[src/rtl/scalar_wb_sequencer.sv]
// Scalar register-file write-back sequencer: ALU/LSU merge, LSU result FIFO, busy scoreboard.
// Optional statistics counters are enabled with `define SCALAR_WB_STATS_EN.
module scalar_wb_sequencer #(
  parameter int DATA_WIDTH = 32,
  parameter int FIFO_DEPTH = 4,
  parameter int NUM_REGS   = 32
) (
  input  logic                  clk,
  input  logic                  reset_n,
  input  logic                  flush,
  input  logic                  issue_valid,
  input  logic [4:0]            issue_rd,
  input  logic                  alu_valid,
  input  logic [4:0]            alu_rd,
  input  logic [DATA_WIDTH-1:0] alu_data,
  input  logic                  lsu_valid,
  output logic                  lsu_ready,
  input  logic [4:0]            lsu_rd,
  input  logic [DATA_WIDTH-1:0] lsu_data,
  input  logic [4:0]            chk_rs1,
  input  logic [4:0]            chk_rs2,
  input  logic [4:0]            chk_rd,
  output logic                  hazard,
  output logic [NUM_REGS-1:0]   busy_mask,
  output logic                  wb_valid,
  output logic [4:0]            wb_rd,
  output logic [DATA_WIDTH-1:0] wb_data
`ifdef SCALAR_WB_STATS_EN
  ,
  output logic [15:0]           stat_lsu_blocked,
  output logic [15:0]           stat_fifo_full
`endif
);

  localparam int PTR_W = $clog2(FIFO_DEPTH);
  localparam int CNT_W = PTR_W + 1;

  logic [4:0]            fifo_rd_mem   [FIFO_DEPTH];
  logic [DATA_WIDTH-1:0] fifo_data_mem [FIFO_DEPTH];
  logic [PTR_W-1:0]      wr_ptr, rd_ptr;
  logic [CNT_W-1:0]      count;
  logic                  full, empty;
  logic                  push, pop, alu_sel;

  logic                  sel_valid_p0;
  logic [4:0]            sel_rd_p0;
  logic [DATA_WIDTH-1:0] sel_data_p0;
  logic [NUM_REGS-1:0]   busy_next;

  function automatic logic [15:0] sat_inc16(input logic [15:0] v);
    return (v == 16'hFFFF) ? v : v + 16'd1;
  endfunction

  assign full      = (count == CNT_W'(FIFO_DEPTH));
  assign empty     = (count == '0);
  assign lsu_ready = !full && !flush;

  // p0: arbitration and scoreboard update
  always_comb begin
    alu_sel      = alu_valid && (alu_rd != 5'd0) && !flush;
    pop          = !alu_sel && !empty && !flush;
    // rd==0 completes the handshake but is never stored, so every FIFO entry is a real write
    push         = lsu_valid && lsu_ready && (lsu_rd != 5'd0);
    sel_valid_p0 = alu_sel || pop;
    sel_rd_p0    = alu_sel ? alu_rd : fifo_rd_mem[rd_ptr];
    sel_data_p0  = alu_sel ? alu_data : fifo_data_mem[rd_ptr];

    busy_next = busy_mask;
    if (sel_valid_p0)
      busy_next[sel_rd_p0] = 1'b0;
    // a newly issued producer outranks a retiring write to the same register
    if (issue_valid && (issue_rd != 5'd0))
      busy_next[issue_rd] = 1'b1;
    busy_next[0] = 1'b0;
    if (flush)
      busy_next = '0;
  end

  always_ff @(posedge clk) begin
    if (push) begin
      fifo_rd_mem[wr_ptr]   <= lsu_rd;
      fifo_data_mem[wr_ptr] <= lsu_data;
    end
  end

  always_ff @(posedge clk or negedge reset_n) begin
    if (!reset_n) begin
      wr_ptr <= '0;
      rd_ptr <= '0;
      count  <= '0;
    end else if (flush) begin
      wr_ptr <= '0;
      rd_ptr <= '0;
      count  <= '0;
    end else begin
      if (push) wr_ptr <= wr_ptr + PTR_W'(1);
      if (pop)  rd_ptr <= rd_ptr + PTR_W'(1);
      case ({push, pop})
        2'b10:   count <= count + CNT_W'(1);
        2'b01:   count <= count - CNT_W'(1);
        default: count <= count;
      endcase
    end
  end

  // p1: registered write port and scoreboard
  always_ff @(posedge clk or negedge reset_n) begin
    if (!reset_n) begin
      wb_valid  <= 1'b0;
      wb_rd     <= '0;
      wb_data   <= '0;
      busy_mask <= '0;
    end else begin
      wb_valid  <= sel_valid_p0;
      busy_mask <= busy_next;
      if (sel_valid_p0) begin
        wb_rd   <= sel_rd_p0;
        wb_data <= sel_data_p0;
      end
    end
  end

  assign hazard = ((chk_rs1 != 5'd0) && busy_mask[chk_rs1]) ||
                  ((chk_rs2 != 5'd0) && busy_mask[chk_rs2]) ||
                  ((chk_rd  != 5'd0) && busy_mask[chk_rd]);

`ifdef SCALAR_WB_STATS_EN
  always_ff @(posedge clk or negedge reset_n) begin
    if (!reset_n) begin
      stat_lsu_blocked <= '0;
      stat_fifo_full   <= '0;
    end else if (flush) begin
      stat_lsu_blocked <= '0;
      stat_fifo_full   <= '0;
    end else begin
      if (alu_sel && !empty)
        stat_lsu_blocked <= sat_inc16(stat_lsu_blocked);
      if (lsu_valid && !lsu_ready)
        stat_fifo_full <= sat_inc16(stat_fifo_full);
    end
  end
`endif

endmodule

[config.mk]
export PLATFORM = sky130hd
export DESIGN_NAME = scalar_wb_sequencer
export DESIGN_NICKNAME = d
export VERILOG_FILES = /design/src/rtl/scalar_wb_sequencer.sv
export SDC_FILE = /design/constraint.sdc
export NUM_CORES = 1
export LEC_CHECK = 0
export BUFFER_PORTS_ARGS = -buffer_cell sky130_fd_sc_hd__buf_2
export CAP_MARGIN = 15
export CORE_MARGIN = 8
export CORE_UTILIZATION = 50
export DETAILED_ROUTE_END_ITERATION = 8
export MAX_ROUTING_LAYER = met4
export PLACE_DENSITY = 0.73
export SLEW_MARGIN = 20
export SYNTH_ARGS = -nofsm -noshare
export SYNTH_HDL_FRONTEND = slang
export SYNTH_SLANG_ARGS = --single-unit
export TNS_END_PERCENT = 30
[constraint.sdc]
create_clock -name clk -period 2.2 [get_ports clk]
set_input_delay 0.44 -clock clk [delete_from_list [all_inputs] [get_ports clk]]
set_output_delay 0.44 -clock clk [all_outputs]
set_load 0.02 [all_outputs]
==> results_dict.tcl <==
set metrics [dict create \
    status "finished, violations left" \
    violations "setup timing" \
    fin_crit_ns 2.57 \
    dieArea_mm2 0.0249 \
    cts_sinks 224 \
    hp-start "lsu_data[29]" \
    dp.final_hpwl_mm 17.5 \
    viasPerCell 5.67 \
    cts_tree "yes" \
    p_leak_nw 4.86 \
    syn_avg_cell_area_um2 14.2 \
    crit_fanout 5 \
    syn_nets 815 \
    max_freq_mhz 388 \
    rows 52 \
    r2r_start "rd_ptr[0]$_DFFE_PN0P_" \
    io_pins 172 \
    drc 0 \
    required_ns 1.76 \
    synth_area_mm2 0.0101 \
    grt_use_met2 0.337 \
    synthToLayoutAreaGrowth_pct 25.9 \
    slew_headroom 0.532 \
    routed_wl_mm 25.3 \
    power_frac_comb 0.288 \
    synth.most_common_cell "edfxtp_1" \
    drt_iter0_drc 452 \
    crit_path_cell_trace "mux4_2 -> mux2i_2 -> nor3b_2 -> nor3_2 -> nand4_1 -> buf_6" \
    synth_common_cells "edfxtp_1 (148), nand2_1 (89), dfrtp_1 (76), nor2_1 (59), mux4_2 (57)" \
    cp.arrival_ns 2.13 \
    nets 1042 \
    antenna_found_initial 5 \
    critPathSlowestCell "mux4_2" \
    power_density_mw_per_mm2 991 \
    p_int_mw 8.69 \
    ant_nets 0 \
    synth_cell_types 56 \
    rsz0062_at_grt "yes" \
    peakVddDrop_v 0.000776 \
    crit_path_end_kind "primary output" \
    async_flop_share 0.339 \
    cap_viol_max_count 0 \
    place.gp.congestion 0.880 \
    worst_slew_pin_slew_ns 0.702 \
    ys.flop_type "edfxtp_1" \
    critPathLaunchType "flip-flop" \
    min_delay_path_depth 1 \
    die_x_um 158 \
    start_util 0.504 \
    grt_max_degree 51 \
    synth-seq-cells 224 \
    final-hold-violation-count 0 \
    synthTopCellsByArea "edfxtp_1 (44%), dfrtp_1 (19%), mux4_2 (13%)" \
    clkSlewWorstSetupHoldPaths_ns 0.07 \
    first_global_vias 7226 \
    gr-usage-met3 0.0358 \
    final.setup.worst_slack_ns -0.374 \
    chipHeight_um 158 \
    nFillCells 1483 \
    grt_pass1_wl_mm 38.7 \
    pwr-share-clk 0.285 \
    cp_slowest_stage_delay_ns 0.49 \
    grt_busiest_layer "met2" \
    ys_warn_count 0 \
    final_util 0.634 \
    drt_first_pass_iters 5 \
    path_class "reg -> out" \
    path_buf_inv 1 \
    numCtsBuffers 22 \
    hold_end "fifo_data_mem[0][29]$_DFFE_PP_" \
    skew_ns 0.00808 \
    track_usage 0.206 \
    fin_crit_sh 1.17 \
    grt_remaining_overflow 0 \
    coreArea_mm2 0.0200 \
    reg2reg_to "busy_mask[20]$_DFF_PN0_" \
    synth_area_leader_cell "edfxtp_1" \
    holdCritPathClass "in -> reg" \
    synthCells 710 \
    worstRegToRegCells 5 \
    cp_top_family "multiplexers" \
    port_buffers 170 \
    seq_power_share 0.426 \
    seq_area_frac_synth 0.631 \
    use_met1 0.256 \
    tns_ns -0.374 \
    num_vias 6966 \
    layout-drive-gt1-share 0.404 \
    timing.final.max_slew_violations 0 \
    netlist.area_leader.share 0.442 \
    synth_edf_count 148 \
    post_drt_wl_per_cell_um 20.6 \
    p_sw_mw 3.86 \
    clock_latency_ns 0.50 \
    htree_levels 1 \
    switching_share 0.308 \
    r2r_slack_ns 0.03 \
    clk_path_buf_depth 3 \
    ctsRootBufferMaster "clkbuf_16" \
    setup_violations 1 \
]
power by group through the flow:
stage                     clock network (mW)  registers [mW]  logic [mW]
after floorplan                            0            5.83        1.70
after global placement                     0            5.41        3.43
after detailed placement                   0            5.43        3.49
after CTS                               3.64            5.36        3.52
after global routing                    3.79            5.42        3.94
final                                   3.58            5.35        3.62
routing by layer:
| metal | share of wire | vias up |
|---|---|---|
| li1 | - | 3211 |
| met1 | 0.40 | 3446 |
| met2 | 0.50 | 267 |
| met3 | 0.074 | 42 |
| met4 | 0.023 | 0 |
| met5 | 0 | - |
what timing repair did:
| action | CTS | global route |
|---|---|---|
| hold endpoints to repair | 7 | 0 |
| pin swaps | 6 | 10 |
| gates resized for setup | 3 | 34 |
| hold buffers | 1 | 0 |
| setup buffers | 4 | 6 |
| endpoints found under the setup margin | 8 | 40 |
sequential cells by signal, summed over array words and instances (netlist names):
register / count
fifo_data_mem: 128
fifo_rd_mem: 20
wr_ptr: 2
wb_valid: 1
wb_rd: 5
busy_mask: 31
wb_data: 32
rd_ptr: 2
count: 3
kinds of logic (layout without fill, tap and decap cells):
group / Yosys count / after routing / share of synthesized area
multiplexers: 74 / 74 / 0.145
flip-flops: 224 / 224 / 0.631
other: 1 / 6 / 0.000373
AND/OR/NAND/NOR: 224 / 224 / 0.108
buffers and inverters: 55 / 298 / 0.0231
AO/OA/AOI/OAI: 126 / 126 / 0.0848
adder cells (fa/ha/maj): 5 / 5 / 0.00697
XOR/XNOR: 1 / 1 / 0.000871
how the worst max path moves through the flow:
stage,from,to,slack [ns],cells after the start
final,busy_mask[23]$_DFF_PN0_,hazard,-0.37,6
after global placement,lsu_rd[0],count[2]$_DFFE_PN0P_,-0.21,9
after global routing,busy_mask[23]$_DFF_PN0_,hazard,-0.46,6
after CTS,busy_mask[23]$_DFF_PN0_,hazard,-0.38,6
after floorplan,alu_rd[2],count[2]$_DFFE_PN0P_,-0.32,8
after detailed placement,alu_rd[2],busy_mask[25]$_DFF_PN0_,-0.25,7
cell usage in the layout, fill, tap and decap left out, types with 5 or more instances in the layout:
cell,instances
buf_2,168
edfxtp_1,148
nand2_1,89
buf_4,72
dfrtp_1,69
mux4_2,57
nor2_1,56
a31oi_1,33
a21oi_1,31
clkbuf_16,23
a311oi_1,16
mux2i_1,11
a211oi_1,11
nor3_1,9
nor2b_1,9
buf_12,9
and2_1,8
nor3b_1,7
dfrtp_2,7
clkbuf_1,7
and3b_1,6
inv_1,6
diode_2,5
nor3_2,5
mux2_2,5
clkinv_1,5
worst reg2reg max path: cells and delay by family (launching register included):
| kind | cells | cell delay (ns) |
|---|---|---|
| mux | 1 | 0.65 |
| compound gates | 1 | 0.31 |
| flops | 1 | 0.48 |
| simple gates | 3 | 0.62 |
area by class of cell:
type,count,area [µm²],share of cell area
repair buffers,252,1590,0.126
multi-input cells,431,3660,0.289
clock inverters,9,66.3,0.00524
inverters,6,22.5,0.00178
well taps,270,338,0.0267
diodes,5,12.5,0.000988
clock buffers,31,616,0.0486
flip-flops and latches,224,6350,0.502
through the flow:
step	setup WS [ns]	instances	hold slack (ns)	cell area (µm²)	total power, mW
after floorplan	-0.317	710	0.144	10100	7.53
after global placement	-0.207	1173	0.507	11700	8.84
after detailed placement	-0.251	1173	0.522	11700	8.92
after CTS	-0.377	1218	0.141	12500	12.5
after global routing	-0.465	1228	0.148	12700	13.2
final	-0.374	1228	0.155	12700	12.6
(Power assumes the default switching activity.)
